**src/rtl/render_pattern.sv**
```systemverilog
// Raster-scans a WIDTH x HEIGHT frame per accepted start, one pixel per oe cycle,
// emitting registered x/y and a colour index from one of four frame-animated patterns.
module render_pattern #(
  parameter int CORDW   = 16,
  parameter int CIDXW   = 4,
  parameter int WIDTH   = 320,
  parameter int HEIGHT  = 180,
  parameter int BANDSH  = 4,
  parameter int SPEEDSH = 5,
  parameter int FRAMEW  = 8
) (
  input  logic             clk,
  input  logic             rst,
  input  logic             oe,
  input  logic             start,
  input  logic [1:0]       mode,
  output logic [CORDW-1:0] x,
  output logic [CORDW-1:0] y,
  output logic [CIDXW-1:0] cidx,
  output logic             drawing,
  output logic             done
);

  localparam int PXW = $clog2(WIDTH);
  localparam int PYW = $clog2(HEIGHT);

  typedef enum logic [1:0] {IDLE, DRAW, DONE} state_t;

  state_t            state_q, state_d;
  logic [PXW-1:0]    px_q, px_d;
  logic [PYW-1:0]    py_q, py_d;
  logic [FRAMEW-1:0] frame_q, frame_d;
  logic [1:0]        mode_q, mode_d;
  logic [CIDXW-1:0]  cidx_q, cidx_d;
  logic              drawing_q, drawing_d;
  logic              done_q, done_d;

  logic              load_c;
  logic              last_c;
  logic              chk_c;
  logic [CIDXW-1:0]  f_c;
  logic [CIDXW-1:0]  cidx_new;

  assign last_c = (px_q == PXW'(WIDTH - 1)) && (py_q == PYW'(HEIGHT - 1));

  always_comb begin
    state_d   = state_q;
    px_d      = px_q;
    py_d      = py_q;
    frame_d   = frame_q;
    mode_d    = mode_q;
    drawing_d = drawing_q;
    done_d    = 1'b0;
    load_c    = 1'b0;
    unique case (state_q)
      IDLE: begin
        if (start && oe) begin
          state_d   = DRAW;
          px_d      = '0;
          py_d      = '0;
          frame_d   = frame_q + FRAMEW'(1);
          mode_d    = mode;
          drawing_d = 1'b1;
          load_c    = 1'b1;
        end
      end
      DRAW: begin
        if (oe) begin
          if (last_c) begin
            state_d   = DONE;
            drawing_d = 1'b0;
            done_d    = 1'b1;
          end else begin
            load_c = 1'b1;
            if (px_q == PXW'(WIDTH - 1)) begin
              px_d = '0;
              py_d = py_q + PYW'(1);
            end else begin
              px_d = px_q + PXW'(1);
            end
          end
        end
      end
      default: state_d = IDLE;
    endcase
  end

  // Colour is evaluated on the next pixel/frame/mode so it lands in the same register stage as x/y.
  always_comb begin
    f_c   = CIDXW'(32'(frame_d) >> SPEEDSH);
    chk_c = |(((32'(px_d) ^ 32'(py_d)) >> BANDSH) & 32'd1);
    unique case (mode_d)
      2'd0:    cidx_new = CIDXW'(32'(py_d) >> BANDSH) + f_c;
      2'd1:    cidx_new = CIDXW'(32'(px_d) >> BANDSH) + f_c;
      2'd2:    cidx_new = chk_c ? f_c : ~f_c;
      default: cidx_new = CIDXW'((32'(px_d) + 32'(py_d)) >> BANDSH) + f_c;
    endcase
  end

  always_comb begin
    cidx_d = load_c ? cidx_new : cidx_q;
  end

  always_ff @(posedge clk) begin
    if (rst) begin
      state_q   <= IDLE;
      px_q      <= '0;
      py_q      <= '0;
      frame_q   <= '0;
      mode_q    <= '0;
      cidx_q    <= '0;
      drawing_q <= 1'b0;
      done_q    <= 1'b0;
    end else begin
      state_q   <= state_d;
      px_q      <= px_d;
      py_q      <= py_d;
      frame_q   <= frame_d;
      mode_q    <= mode_d;
      cidx_q    <= cidx_d;
      drawing_q <= drawing_d;
      done_q    <= done_d;
    end
  end

  assign x       = CORDW'(px_q);
  assign y       = CORDW'(py_q);
  assign cidx    = cidx_q;
  assign drawing = drawing_q;
  assign done    = done_q;

endmodule

```
**config.mk**
```make
export PLATFORM = sky130hd
export DESIGN_NAME = render_pattern
export DESIGN_NICKNAME = d
export VERILOG_FILES = /design/src/rtl/render_pattern.sv
export SDC_FILE = /design/constraint.sdc
export NUM_CORES = 1
export LEC_CHECK = 0
export BUFFER_PORTS_ARGS = -buffer_cell sky130_fd_sc_hd__buf_2
export CAP_MARGIN = 10
export CORE_MARGIN = 2
export CORE_UTILIZATION = 59
export DETAILED_ROUTE_END_ITERATION = 10
export HOLD_SLACK_MARGIN = 0.05
export PLACE_DENSITY_LB_ADDON = 0.1
export SETUP_SLACK_MARGIN = 0.02
export SLEW_MARGIN = 40
export SYNTH_ARGS = -nofsm -noshare
export SYNTH_HDL_FRONTEND = slang
export SYNTH_SLANG_ARGS = --single-unit
export TNS_END_PERCENT = 10
```
**constraint.sdc**
```tcl
create_clock -name clk -period 12.7 [get_ports clk]
set_input_delay 3.175 -clock clk [delete_from_list [all_inputs] [get_ports clk]]
set_output_delay 3.175 -clock clk [all_outputs]
set_load 0.01 [all_outputs]
```
* Word level (Yosys, flattened, before mapping) *
Cells that the tools add are included.

cells by class
  add/subtract/negate cells = 7
  bitwise logic cells = 4
  reductions and logical operators = 9
  multiplexer cells = 29
  equality and inequality tests = 8

operator list
  kind                 number
  $mux 8               6
  $mux 9               4
  $pmux 9 s2           1
  $add 8x1->8 const B  2
  $pmux 8 s2           1
  $add 4x3->4          3
  $pmux 4 s3           1
  $mux 2               5
  $add 9x1->9 const B  1
  $eq 9x9->1 const B   1
  $add 8x8->8          1
  $eq 8x8->1 const B   1
  $mux 1               7
  $ne 2x2->1 const B   3
  $xor 5x5->5          1
  $eq 2x1->1 const B   2
  $logic_not 2->1      2
  $mux 4               1
  $not 3->4            1
  $pmux 1 s2           2
  $pmux 2 s2           1
  $reduce_and 4->1     1
  $reduce_and 3->1     1
  $reduce_or 3->1      1
  other kinds (5)      7

word-level totals
  bits of input ports = 6
  bits in registers = 35
  output and inout bits = 38
  logic and storage cells = 66

* Longest topological paths before layout *
  depth in word-level cells = 8
  gate-level depth with buffers = 25

* Least setup slack after synthesis *
OpenSTA, ideal clock, no wires.

  path kind = input-to-reg
  from = in oe
  to = reg cidx_q[3], in the netlist cidx[3]
  arrival time = 7.086 ns
  data required time = 12.635 ns
  stages on the path = 22
  path slack = 5.548 ns
  cell sequence = clkbuf_1 > a21oi_1 > nor3_1 > o21ai_4 > clkbuf_1 > o21ai_0 > o31ai_1 > ha_1 > a21oi_1 > nor2_1 > nor2_1 > o41ai_4 > xor2_1 > nor2_1 > a21oi_1 > ha_1 > a21o_1 > a21oi_1 > xor2_1 > and4bb_1 > a311o_1 > nor2_1

between the ends
  word-level cells in the longest chain between the ends = 6
  elaborated cells on any way between the ends = 24
  classes of those cells = add/sub (4); eq/ne (2); mux (15); bitwise (1); reduce/logical (2)

ends and longest elaborated chain
  element                 RTL line  text
  start: declaration      14        input logic oe,
  $logic_and 1x1->1       57        if (start && oe) begin
  $mux 9                  57
  $pmux 9 s2 *            55        unique case (state_q)
  via px_d[3]             30        logic [PXW-1:0] px_q, px_d;
  $add 8x8->8 *           96        default: cidx_new = CIDXW'((32'(px_d) + 32'(py_d)) >> BANDSH) + f_c;
  $add 4x3->4 *           96
  $pmux 4 s3 *            92        unique case (mode_d)
  end signal: assignment  120       cidx_q <= cidx_d;
  end: declaration        34        logic [CIDXW-1:0] cidx_q, cidx_d;

The timed path passes the listed nets; every way through them passes the cells marked *.
A chain may end at the register's enable or synchronous reset.

* Final worst setup path *
Ends and elaborated chain as after synthesis.

==> metrics.txt <==
wire per inst around 15 um; static leakage power 1.18 nW; clk_skew about 0.009 ns; Initial Util between 60% and 70%; CP endpoint kind register; clk slew on worst S/H paths about 0.08 ns; post-route clock period utilization around 57%; vias in the first global route 1898; # IOs 44; Synth Flop Type dfxtp_1; CP cell instances buf_2, a21oi_1, nor3_1, o21ai_4, o21ai_0, o31ai_1, ha_1, a21oi_1, nor2_1, nor2_1, o41ai_4, a21oi_1, xnor2_1, nor2_1, a21oi_1, ha_1, a21oi_1, xor2_1, and4bb_1, a311o_1, nor2_1; CTS Sinks 35; FFs w/ async S/R, synth 0%; drt via density between 5 and 6; crit path DAT approximately 7.5 ns; remaining antenna violation count 0; final hold vios 0; Ant. Diodes 0; critical path class in -> reg; Avg Cell Area, Syn 7.95 sq um; Die H ~66 um; synthesis-to-finish area growth 9.79%; I/O Buffers 28; Yosys cell types 47; total CTS buffers 5; pin count of the biggest net entering global routing 36; Longest Clk Path Bufs 2; max-cap violations 0; commonest non-fill, non-tap cell in the layout nor2_1; commonest cells after routing, fill and taps aside nor2_1, dfxtp_1, buf_2; PwrDens between 90 and 100 mW/mm^2; sequential area share after synthesis a little under a third; Peak Freq roughly 0.14 GHz; clk_lat worst skew ~0.29 ns; Post-CTS Hold Buffers 0; share of cells above drive strength 1 between 10 and 15%; Post-CTS Setup Bufs 0; synthesized cell area between 0.002 and 0.0025 sq mm; Slew @ Worst Pin 0.692 ns; Hold Path Class reg -> reg; initial DRC count 178; first-pass GRT wire length 8750 um; Yosys reg bits 35; CTS Root Cell clkbuf_8; Worst EP required between 10 and 15 ns; Die Wd between 60 and 70 um; yosys warns 0; antenna violations before repair 0; CTS resizes 0; DR vias about 2100; CP most frequent cell a21oi_1; status finished, final reports clean; Crit-path slowest cell nor3_1; gpl congestion around 0.9; peak supply drop 0.0543 mV; die area roughly 0.0044 sq mm; Fin Setup TNS 0 ns; Final #Nets approximately 330; Post-route DRC 0; num rows 22; grt total ovfl 0; H-Tree Level Count 2; delay of the slowest cell on the worst path approximately 0.56 ns; type of origin of the critical path input pin; fin. max-slew vios 0; Core ar. approximately 0.0037 sq mm; dpl hpwl 3980 um; Worst Slack Setup Final between 5 and 6 ns; total global-route track usage a little over a quarter; final setup vio count 0; CTS tree done; DRT Pass-1 Iters 5; relative slew slack 53.5%; final wirelength ~5400 um; Cells after Synth 288; RSZ-0062 raised after global routing no; crit-path max FO 15; crit path time final between 7 and 8 ns; Setup WS pre-CTS around 5.2 ns; number of synthesized flops with an enable pin 0
==> layer usage <==
layer | GRT usage (%) | up-vias | part of all wire, %
li1 | - | 1013 | -
met1 | 30.3 | 989 | 43
met2 | 46.9 | 68 | 50
met3 | 5.28 | 11 | 5.4
met4 | 10.7 | 0 | 1.9
met5 | 0 | - | 0
==> cells in the mapped netlist, drive strengths merged, types with 6 or more instances <==
cell type   n  area (sq um)
nor2       38           143
dfxtp      35           701
nand2      27           101
a21oi      20           104
buf        16           118
o21ai      15          86.3
nor2b      13          81.3
ha         12           150
clkbuf     11          41.3
xor2       11          96.3
xnor2       9          78.8
inv         8          30.0
nand3       8          40.0
nor3        8          40.0
mux2i       6          60.1
==> power by group <==
| group | internal [mW] | switching [mW] |
|---|---|---|
| combinational | 0.00755 | 0.0173 |
| sequential | 0.112 | 0.00154 |
| clock | 0.0635 | 0.0420 |
| total | 0.183 | 0.0609 |
==> critical path: cells and delay by family <==
kind	cells	cell delay, ns
compound gates	10	2.06
xor+xnor	2	0.33
fa+ha+maj	2	0.61
buf+inv	1	0.16
simple gates	6	1.19
==> area by class of cell <==
cell class | count | area [sq um]
Clock inverter | 2 | 35.0
Inverter | 8 | 30.0
Tap cell | 48 | 60.1
Fill cell | 343 | 1180
Multi-Input combinational cell | 232 | 1460
Clock buffer | 6 | 82.6
Timing Repair Buffer | 28 | 140
Sequential cell | 35 | 701
==> cell families after synthesis <==
| group | after synthesis | synth area share [%] |
|---|---|---|
| compound gates | 57 | 16.7 |
| mux | 7 | 3.12 |
| simple gates | 120 | 26.0 |
| xor+xnor | 20 | 7.65 |
| buf+inv | 35 | 8.26 |
| flops | 35 | 30.6 |
| other cells | 1 | 0.164 |
| fa+ha+maj | 13 | 7.44 |
==> metrics by stage <==
stage / std cells / power (mW) / utilization (%) / hold WS (ns) / area [sq um]
floorplan: 302 / 0.138 / - / 0.454 / 2340
detailed placement: 351 / 0.140 / 64.7 / 0.476 / 2390
global route: 359 / 0.254 / 68.1 / 0.514 / 2510
CTS: 359 / 0.245 / 67.9 / 0.488 / 2500
finish: 359 / 0.244 / 68.1 / 0.487 / 2510
global placement: 351 / 0.139 / 64.6 / 0.460 / 2380
==> final timing paths <==
| kind | cells after the start | to | from | slack, ns |
|---|---|---|---|---|
| max | 21 | cidx[3] | oe | 5.43 |
| max reg2reg | 20 | cidx[3] | py_q[0] | 7.17 |
| min reg2reg | 2 | frame_q[1] | frame_q[1] | 0.49 |
| min | 2 | frame_q[1] | frame_q[1] | 0.49 |
==> flip-flops by register name, summed over array words and instances, names as in the netlist <==
register / count
px_q: 9
frame_q: 8
py_q: 8
cidx: 4
mode_q: 2
state_q: 2
done: 1
drawing: 1
Power figures use the tool's default switching activity.
